File: src/rtl/idex_stage_if.sv
// Bundle of decode-side inputs, forwarding sources, pipeline control and
// EXE-side outputs around the decode-to-execute register.
interface idex_stage_if;
  logic        dec_valid_r;
  logic [31:0] dec_instr_r;
  logic [31:0] dec_pc_r;
  logic [31:0] rf_rdata1;
  logic [31:0] rf_rdata2;
  logic        mem_wb_en;
  logic [4:0]  mem_rd;
  logic [31:0] mem_result;
  logic        wb_wb_en;
  logic [4:0]  wb_rd;
  logic [31:0] wb_result;
  logic        stall;
  logic        flush;

  logic        exe_valid_r;
  logic [3:0]  exe_alu_opc_r;
  logic        exe_sel_pc_r;
  logic [31:0] exe_pc_r;
  logic [31:0] exe_reg1_r;
  logic [31:0] exe_src2_r;
  logic [4:0]  exe_rd_r;
  logic        exe_wb_en_r;
  logic        exe_illegal_r;

  modport master (
    output dec_valid_r, dec_instr_r, dec_pc_r, rf_rdata1, rf_rdata2,
           mem_wb_en, mem_rd, mem_result, wb_wb_en, wb_rd, wb_result,
           stall, flush,
    input  exe_valid_r, exe_alu_opc_r, exe_sel_pc_r, exe_pc_r, exe_reg1_r,
           exe_src2_r, exe_rd_r, exe_wb_en_r, exe_illegal_r
  );

  modport slave (
    input  dec_valid_r, dec_instr_r, dec_pc_r, rf_rdata1, rf_rdata2,
           mem_wb_en, mem_rd, mem_result, wb_wb_en, wb_rd, wb_result,
           stall, flush,
    output exe_valid_r, exe_alu_opc_r, exe_sel_pc_r, exe_pc_r, exe_reg1_r,
           exe_src2_r, exe_rd_r, exe_wb_en_r, exe_illegal_r
  );
endinterface

File: src/rtl/idex_stage.sv
// RV32I decode-to-execute register: decodes OP/OP-IMM/LUI/AUIPC into ALU
// controls, forwards operands from MEM/WB and registers them for the ALU.
module idex_stage (
  input  logic         clk,
  input  logic         rst,
  idex_stage_if.slave  bus
);

  localparam logic [6:0] OPC_OP    = 7'b0110011;
  localparam logic [6:0] OPC_OPIMM = 7'b0010011;
  localparam logic [6:0] OPC_LUI   = 7'b0110111;
  localparam logic [6:0] OPC_AUIPC = 7'b0010111;
  localparam logic [3:0] ALU_ADD   = 4'b0000;
  localparam logic [6:0] F7_ZERO   = 7'b0000000;
  localparam logic [6:0] F7_ALT    = 7'b0100000;

  logic [6:0] opcode;
  logic [2:0] funct3;
  logic [6:0] funct7;
  logic [4:0] rd;

  assign opcode = bus.dec_instr_r[6:0];
  assign funct3 = bus.dec_instr_r[14:12];
  assign funct7 = bus.dec_instr_r[31:25];
  assign rd     = bus.dec_instr_r[11:7];

  // Decode
  logic        supported;
  logic [3:0]  dec_opc;
  logic        dec_sel_pc;
  logic        dec_use_imm;
  logic        dec_zero_rs1;
  logic [31:0] dec_imm;

  always_comb begin
    supported    = 1'b0;
    dec_opc      = ALU_ADD;
    dec_sel_pc   = 1'b0;
    dec_use_imm  = 1'b0;
    dec_zero_rs1 = 1'b0;
    dec_imm      = 32'd0;
    case (opcode)
      OPC_OP: begin
        dec_opc   = {bus.dec_instr_r[30], funct3};
        supported = (funct7 == F7_ZERO) ||
                    ((funct7 == F7_ALT) && ((funct3 == 3'b000) || (funct3 == 3'b101)));
      end
      OPC_OPIMM: begin
        dec_use_imm = 1'b1;
        dec_imm     = {{20{bus.dec_instr_r[31]}}, bus.dec_instr_r[31:20]};
        dec_opc     = {(funct3 == 3'b101) ? bus.dec_instr_r[30] : 1'b0, funct3};
        case (funct3)
          3'b001:  supported = (funct7 == F7_ZERO);
          3'b101:  supported = (funct7 == F7_ZERO) || (funct7 == F7_ALT);
          default: supported = 1'b1;
        endcase
      end
      OPC_LUI: begin
        supported    = 1'b1;
        dec_use_imm  = 1'b1;
        dec_zero_rs1 = 1'b1;
        dec_imm      = {bus.dec_instr_r[31:12], 12'd0};
      end
      OPC_AUIPC: begin
        supported   = 1'b1;
        dec_use_imm = 1'b1;
        dec_sel_pc  = 1'b1;
        dec_imm     = {bus.dec_instr_r[31:12], 12'd0};
      end
      default: supported = 1'b0;
    endcase
  end

  // Operand forwarding; MEM is the younger producer so it takes priority over WB
  logic [1:0][4:0]  rs_idx;
  logic [1:0][31:0] rf_data;
  logic [1:0][31:0] fwd_data;

  assign rs_idx[0]  = bus.dec_instr_r[19:15];
  assign rs_idx[1]  = bus.dec_instr_r[24:20];
  assign rf_data[0] = bus.rf_rdata1;
  assign rf_data[1] = bus.rf_rdata2;

  generate
    for (genvar gi = 0; gi < 2; gi++) begin : g_fwd
      always_comb begin
        fwd_data[gi] = rf_data[gi];
        if (rs_idx[gi] == 5'd0)
          fwd_data[gi] = 32'd0;
        else if (bus.mem_wb_en && (bus.mem_rd == rs_idx[gi]))
          fwd_data[gi] = bus.mem_result;
        else if (bus.wb_wb_en && (bus.wb_rd == rs_idx[gi]))
          fwd_data[gi] = bus.wb_result;
      end
    end
  endgenerate

  // Value to load when neither reset, flush nor stall applies
  logic        load_ok;
  logic        valid_next;
  logic [3:0]  opc_next;
  logic        sel_pc_next;
  logic [31:0] pc_next;
  logic [31:0] reg1_next;
  logic [31:0] src2_next;
  logic [4:0]  rd_next;
  logic        wb_en_next;
  logic        illegal_next;

  assign load_ok = bus.dec_valid_r && supported;

  always_comb begin
    valid_next   = 1'b0;
    opc_next     = ALU_ADD;
    sel_pc_next  = 1'b0;
    pc_next      = 32'd0;
    reg1_next    = 32'd0;
    src2_next    = 32'd0;
    rd_next      = 5'd0;
    wb_en_next   = 1'b0;
    illegal_next = bus.dec_valid_r && !supported;
    if (load_ok) begin
      valid_next  = 1'b1;
      opc_next    = dec_opc;
      sel_pc_next = dec_sel_pc;
      pc_next     = bus.dec_pc_r;
      reg1_next   = dec_zero_rs1 ? 32'd0 : fwd_data[0];
      src2_next   = dec_use_imm ? dec_imm : fwd_data[1];
      rd_next     = rd;
      wb_en_next  = (rd != 5'd0);
    end
  end

  logic        valid_reg;
  logic [3:0]  opc_reg;
  logic        sel_pc_reg;
  logic [31:0] pc_reg;
  logic [31:0] reg1_reg;
  logic [31:0] src2_reg;
  logic [4:0]  rd_reg;
  logic        wb_en_reg;
  logic        illegal_reg;

  always_ff @(posedge clk) begin
    if (rst || bus.flush) begin
      valid_reg   <= 1'b0;
      opc_reg     <= ALU_ADD;
      sel_pc_reg  <= 1'b0;
      pc_reg      <= 32'd0;
      reg1_reg    <= 32'd0;
      src2_reg    <= 32'd0;
      rd_reg      <= 5'd0;
      wb_en_reg   <= 1'b0;
      illegal_reg <= 1'b0;
    end else if (!bus.stall) begin
      valid_reg   <= valid_next;
      opc_reg     <= opc_next;
      sel_pc_reg  <= sel_pc_next;
      pc_reg      <= pc_next;
      reg1_reg    <= reg1_next;
      src2_reg    <= src2_next;
      rd_reg      <= rd_next;
      wb_en_reg   <= wb_en_next;
      illegal_reg <= illegal_next;
    end
  end

  assign bus.exe_valid_r   = valid_reg;
  assign bus.exe_alu_opc_r = opc_reg;
  assign bus.exe_sel_pc_r  = sel_pc_reg;
  assign bus.exe_pc_r      = pc_reg;
  assign bus.exe_reg1_r    = reg1_reg;
  assign bus.exe_src2_r    = src2_reg;
  assign bus.exe_rd_r      = rd_reg;
  assign bus.exe_wb_en_r   = wb_en_reg;
  assign bus.exe_illegal_r = illegal_reg;

endmodule

File: src/flat_wrapper.sv
// flat-port wrapper written by rule: the top's interface ports become plain ports
module idex_stage_flat 
  (clk, rst, bus_dec_valid_r, bus_dec_instr_r, bus_dec_pc_r, bus_rf_rdata1, bus_rf_rdata2, bus_mem_wb_en, bus_mem_rd, bus_mem_result, bus_wb_wb_en, bus_wb_rd, bus_wb_result, bus_stall, bus_flush, bus_exe_valid_r, bus_exe_alu_opc_r, bus_exe_sel_pc_r, bus_exe_pc_r, bus_exe_reg1_r, bus_exe_src2_r, bus_exe_rd_r, bus_exe_wb_en_r, bus_exe_illegal_r);
  idex_stage_if bus_i ();
  input  logic clk;
  input  logic rst;
  input wire logic [$bits(bus_i.dec_valid_r)-1:0] bus_dec_valid_r;
  input wire logic [$bits(bus_i.dec_instr_r)-1:0] bus_dec_instr_r;
  input wire logic [$bits(bus_i.dec_pc_r)-1:0] bus_dec_pc_r;
  input wire logic [$bits(bus_i.rf_rdata1)-1:0] bus_rf_rdata1;
  input wire logic [$bits(bus_i.rf_rdata2)-1:0] bus_rf_rdata2;
  input wire logic [$bits(bus_i.mem_wb_en)-1:0] bus_mem_wb_en;
  input wire logic [$bits(bus_i.mem_rd)-1:0] bus_mem_rd;
  input wire logic [$bits(bus_i.mem_result)-1:0] bus_mem_result;
  input wire logic [$bits(bus_i.wb_wb_en)-1:0] bus_wb_wb_en;
  input wire logic [$bits(bus_i.wb_rd)-1:0] bus_wb_rd;
  input wire logic [$bits(bus_i.wb_result)-1:0] bus_wb_result;
  input wire logic [$bits(bus_i.stall)-1:0] bus_stall;
  input wire logic [$bits(bus_i.flush)-1:0] bus_flush;
  output wire logic [$bits(bus_i.exe_valid_r)-1:0] bus_exe_valid_r;
  output wire logic [$bits(bus_i.exe_alu_opc_r)-1:0] bus_exe_alu_opc_r;
  output wire logic [$bits(bus_i.exe_sel_pc_r)-1:0] bus_exe_sel_pc_r;
  output wire logic [$bits(bus_i.exe_pc_r)-1:0] bus_exe_pc_r;
  output wire logic [$bits(bus_i.exe_reg1_r)-1:0] bus_exe_reg1_r;
  output wire logic [$bits(bus_i.exe_src2_r)-1:0] bus_exe_src2_r;
  output wire logic [$bits(bus_i.exe_rd_r)-1:0] bus_exe_rd_r;
  output wire logic [$bits(bus_i.exe_wb_en_r)-1:0] bus_exe_wb_en_r;
  output wire logic [$bits(bus_i.exe_illegal_r)-1:0] bus_exe_illegal_r;
  assign bus_i.dec_valid_r = bus_dec_valid_r;
  assign bus_i.dec_instr_r = bus_dec_instr_r;
  assign bus_i.dec_pc_r = bus_dec_pc_r;
  assign bus_i.rf_rdata1 = bus_rf_rdata1;
  assign bus_i.rf_rdata2 = bus_rf_rdata2;
  assign bus_i.mem_wb_en = bus_mem_wb_en;
  assign bus_i.mem_rd = bus_mem_rd;
  assign bus_i.mem_result = bus_mem_result;
  assign bus_i.wb_wb_en = bus_wb_wb_en;
  assign bus_i.wb_rd = bus_wb_rd;
  assign bus_i.wb_result = bus_wb_result;
  assign bus_i.stall = bus_stall;
  assign bus_i.flush = bus_flush;
  assign bus_exe_valid_r = bus_i.exe_valid_r;
  assign bus_exe_alu_opc_r = bus_i.exe_alu_opc_r;
  assign bus_exe_sel_pc_r = bus_i.exe_sel_pc_r;
  assign bus_exe_pc_r = bus_i.exe_pc_r;
  assign bus_exe_reg1_r = bus_i.exe_reg1_r;
  assign bus_exe_src2_r = bus_i.exe_src2_r;
  assign bus_exe_rd_r = bus_i.exe_rd_r;
  assign bus_exe_wb_en_r = bus_i.exe_wb_en_r;
  assign bus_exe_illegal_r = bus_i.exe_illegal_r;
  idex_stage u_core (.clk(clk), .rst(rst), .bus(bus_i));
endmodule
File: config.mk
export PLATFORM = sky130hd
export DESIGN_NAME = idex_stage_flat
export DESIGN_NICKNAME = d
export VERILOG_FILES = /design/src/rtl/idex_stage_if.sv /design/src/rtl/idex_stage.sv /design/src/flat_wrapper.sv
export SDC_FILE = /design/constraint.sdc
export NUM_CORES = 1
export LEC_CHECK = 0
export CORE_MARGIN = 4
export CORE_UTILIZATION = 43
export DETAILED_ROUTE_END_ITERATION = 10
export GPL_ROUTABILITY_DRIVEN = 0
export GPL_TIMING_DRIVEN = 0
export PLACE_DENSITY = 0.87
export SLEW_MARGIN = 20
export SYNTH_ARGS = -nofsm -noshare
export SYNTH_HDL_FRONTEND = slang
export SYNTH_SLANG_ARGS = --single-unit
File: constraint.sdc
create_clock -name clk -period 4.4 [get_ports clk]
set_input_delay 0.88 -clock clk [delete_from_list [all_inputs] [get_ports clk]]
set_output_delay 0.88 -clock clk [all_outputs]
set_load 0.01 [all_outputs]
## Word level (Yosys, flattened, before mapping)

Index checks and enable logic that the tools add are counted.

- Register bits after elaboration: 109
- Latch bits: 0
- Memory bits (writable): 0
- Memory bits (read-only): 0
- Output and inout bits: 109
- Word-level logic and storage cells: 63
- Memories: 0

- Add/sub/neg operators: 0
- Multipliers: 0
- Divide/modulo/power cells: 0
- Magnitude comparators: 0
- Equality and inequality tests: 11
- Shift operators: 0
- Mux-type cells: 24
- Bitwise gates (word level): 0
- Reductions and logical operators: 19

Operators by type and width:

| operator | number |
|---|---|
| $mux W32 | 11 |
| $pmux W32 S2 | 1 |
| $eq A7 B6 Y1 const B | 3 |
| $eq A5 B5 Y1 | 4 |
| $eq A7 B5 Y1 const B | 2 |
| $logic_not A5 Y1 | 2 |
| $pmux W4 S2 | 1 |
| $logic_and A1 B1 Y1 | 7 |
| $logic_not A7 Y1 | 1 |
| $mux W1 | 7 |
| $mux W5 | 1 |
| $reduce_bool A5 Y1 | 1 |
| $logic_or A1 B1 Y1 | 4 |
| $mux W4 | 1 |
| $eq A3 B1 Y1 const B | 1 |
| $eq A3 B3 Y1 const B | 1 |
| $logic_not A3 Y1 | 1 |
| $pmux W1 S3 | 1 |
| $reduce_or A3 Y1 | 1 |
| $pmux W1 S2 | 1 |
| $reduce_or A2 Y1 | 1 |
| $logic_not A1 Y1 | 1 |

## Depth between registers and ports, before layout

- Depth after elaboration: 7
- Mapped depth: 8
- Mapped depth without buffers: 6

## Worst setup path after synthesis

OpenSTA, ideal clock, no wires.

- Path type: input to register
- From: input port bus_dec_instr_r[28]
- To: register u_core.src2_reg[29], in the netlist u_core.bus.exe_src2_r[29]
- Data arrival time: 2450 ps
- Required time: 4342 ps
- Path slack: 1892 ps
- Cell stages on the path: 6
- Path buffers: 0
- Cell sequence: or4_1 -> nor3_2 -> a211oi_2 -> or3_1 -> a2111oi_2 -> or2_1

- Longest elaborated chain between the ends: 6

RTL lines:

| item | line | RTL |
|---|---|---|
| start, declared | flat_wrapper.sv:8 | `input wire logic [$bits(bus_i.dec_instr_r)-1:0] bus_dec_instr_r;` |
| $eq A7 B6 Y1 or $logic_not A7 Y1 (tied branches) | -- |  |
| $logic_or A1 B1 Y1 or $logic_and A1 B1 Y1 (tied branches) | idex_stage.sv:54, idex_stage.sv:46 |  |
| $pmux W1 S2 or $logic_or A1 B1 Y1 (tied branches) | idex_stage.sv:52, idex_stage.sv:45 |  |
| $pmux W1 S3 (*) | idex_stage.sv:42 | `case (opcode)` |
| $logic_and A1 B1 Y1 (*) | idex_stage.sv:110 | `assign load_ok = bus.dec_valid_r && supported;` |
| $mux W32 (*) | idex_stage.sv:122 | `if (load_ok) begin` |
| end signal, assigned | idex_stage.sv:161 | `src2_reg <= src2_next;` |
| end, declared | idex_stage.sv:139 | `logic [31:0] src2_reg;` |

Every way passes the cells marked *; elsewhere a longest branch is shown, timed or not.
A chain may end at the register's enable or synchronous reset.

## Worst setup path in the final report

- From: input port bus_dec_instr_r[23]
- To: register u_core.src2_reg[18], in the netlist u_core.bus.exe_src2_r[18]

- Longest elaborated chain between the ends: 7

RTL lines:

| item | line | RTL |
|---|---|---|
| $eq A5 B5 Y1 | idex_stage.sv:92 | `else if (bus.wb_wb_en && (bus.wb_rd == rs_idx[gi]))` |
| $logic_and A1 B1 Y1 | idex_stage.sv:92 |  |
| $mux W32 | idex_stage.sv:92 |  |
| $mux W32 | idex_stage.sv:90 | `else if (bus.mem_wb_en && (bus.mem_rd == rs_idx[gi]))` |
| $mux W32 (*) | idex_stage.sv:88 | `if (rs_idx[gi] == 5'd0)` |
| $mux W32 (*) | idex_stage.sv:128 | `src2_next = dec_use_imm ? dec_imm : fwd_data[1];` |
| $mux W32 (*) | idex_stage.sv:122 |  |

Marked as above.

==> run metrics <==
status completed; setup tns final 0 ns; setup ws final 1.223 ns; class of the worst hold path reg2reg; PwrDens 232.3 mW/mm^2; Reg clk slew, reported paths 0.08 ns; Async SR Flop Fraction 0%; Worst Max-Slew Pin Slew 0.8651 ns; dominant cells by area after synthesis dfxtp_1 37%, mux2_2 6.1%, a22oi_1 5.6%; Mapped Cells 736; DR pass1 iterations 4; CP max FO 10; Final Hold Fails 0; Hold Buf Count CTS 0; post-cts repair resize count 0; Worst Hold Depth 2; Worst R2R Start u_core.bus.exe_src2_r[6]; commonest non-fill, non-tap cell in the layout clkdlybuf4s50_1; Crit path arrival time 3.48 ns; Crit. Startpoint bus_dec_instr_r[23]; Synth Register Bits 109; post-synth top area share 36.85%; FF-to-FF path depth 2; CP Launch Type input pin; first-pass GRT wire length 36,580 um; Core Region 0.01335 mm^2; Syn Nets 945; commonest register cell after synthesis dfxtp_1; Netlist cell types 47; Root Driver clkbuf_16; Remaining Overflow, GRT 0; Routed wire per std cell 19.73 um; Post-synth EDFFs 0; Final Instance Area 0.009605 mm^2; row cnt 42; DIE AREA 0.01571 mm^2; Setup-failing EPs final 0; Max Fclk 314.7 MHz; DP Worst Slack 0.8750 ns; Slew Limit Headroom 41.88%; Total GRT Usage 29.60%; H-tree depth 3; Via Count 6,871; nets 1,272; HPWL after detailed placement 20,120 um; initial DRC count 591; initial antenna violation count 0; RSZ-0062 raised after global routing no; leakage power 3.502 nW; Layout area overhead 62.20%; Post-Syn Area 0.005922 mm^2; n_diodes 0; post-synthesis sequential area ratio 36.85%; clock insertion delay at the later pin of the skew report 0.36 ns; post-CTS setup buffer count 0; Req. time, crit path 4.70 ns; Avg Cell Area, Syn 8.046 um^2; max_cap viols 0; pins over their slew limit 0; Die W 125.4 um; vias per cell 5.523; Period minus WS final 3.177 ns; Longest Clk Path Bufs 2; DRC 0; CTS sink count 109; TritonCTS Buffers 9; Ys Warns 0; CP endpoint kind flop; WL final 24,550 um; Area after DPL 0.009305 mm^2; final period utilization 72.22%; Initial Util 44.37%; commonest cells after routing, fill and taps aside 316 x clkdlybuf4s50_1, 109 x dfxtp_1, 82 x nand2_1; die height 125.4 um; Detail Route Antenna Nets 0; CTS tree done; share of layout cells above drive strength 1 8.052%; pin count of the biggest net entering global routing 22; Port Buf Inserts 316; maximum vdd drop 174.3 uV; vias in the first global route 6,737; I/O pin count 318; min-delay src u_core.bus.exe_src2_r[23]; Layout Skew 0 ns; biggest area consumer among synthesized cells dfxtp_1; critical path type in2reg
==> sequential cells by signal, indices dropped and copies added, names as in the netlist <==
name	flops
u_core.bus.exe_alu_opc_r	4
u_core.bus.exe_illegal_r	1
u_core.bus.exe_pc_r	32
u_core.bus.exe_rd_r	5
u_core.bus.exe_reg1_r	32
u_core.bus.exe_sel_pc_r	1
u_core.bus.exe_src2_r	32
u_core.bus.exe_valid_r	1
u_core.bus.exe_wb_en_r	1
==> metrics by stage <==
step,util (%),power [mW],hold WS [ns],std cells
global route,71.96,2.297,0.4672,1244
finish,71.96,2.231,0.4481,1244
global placement,69.71,1.407,0.4328,1228
detailed placement,69.71,1.411,0.4383,1228
CTS,71.96,2.230,0.4490,1244
floorplan,-,1.153,0.4717,736
==> layout make-up <==
class | instances | area [um^2]
fill | 1062 | 3742
clock inverter | 7 | 75.07
clock buffer | 9 | 225.2
inverter | 22 | 82.58
sequential | 109 | 2182
timing repair buffer | 316 | 3163
buffer | 63 | 257.7
multi-input combinational | 542 | 3400
tap | 176 | 220.2
==> cells in the mapped netlist (all sizes together) (5+ instances only) <==
cell type  instances
a21oi             36
or3               23
a22oi             44
nand2             82
or4                5
o211ai            22
a211oi             9
xor2               9
mux2              32
clkbuf            45
nand3              5
xnor2             12
mux2i             33
inv               22
o21ai             86
nand2b            20
dfxtp            109
buf               18
a31o               8
a31oi             21
nor2              65
==> power breakdown <==
group | total, mW | internal, mW | switching (mW)
combinational | 0.406 | 0.236 | 0.171
sequential | 0.987 | 0.986 | 0.000624
clock | 0.838 | 0.406 | 0.432
==> worst max-delay path, cell delays in order <==
cell and delay [ns]:
clkdlybuf4s50_1 0.71, xnor2_1 0.16, nand4_1 0.31, or2_2 0.40
clkbuf_1 0.16, clkbuf_1 0.29, o211ai_1 0.28, a31oi_1 0.16
o21ai_1 0.13
==> routing by layer <==
metal,share of wire [%],track usage (%)
met1,39,34.54
met2,48,50.02
met3,8.4,9.126
met4,4.5,13.27
met5,0,0
==> path summary, 6_finish.rpt <==
path                                                   to  slack [ns]
worst max-delay path            u_core.bus.exe_src2_r[18]        1.22
worst min-delay path            u_core.bus.exe_src2_r[23]        0.45
worst max register to register   u_core.bus.exe_src2_r[6]        3.58
worst min register to register  u_core.bus.exe_src2_r[23]        0.45
==> kinds of logic (layout without fill, tap and decap cells) <==
group           Yosys count  in the layout  share of synthesized area (%)
simple gates            220            220                          17.66
mux                      65             65                          11.66
xor+xnor                 21             21                          3.106
buf+inv                  85            417                          5.747
flops                   109            109                          36.85
compound gates          236            236                          24.97
Note: power is estimated with default switching activity, not from simulation.
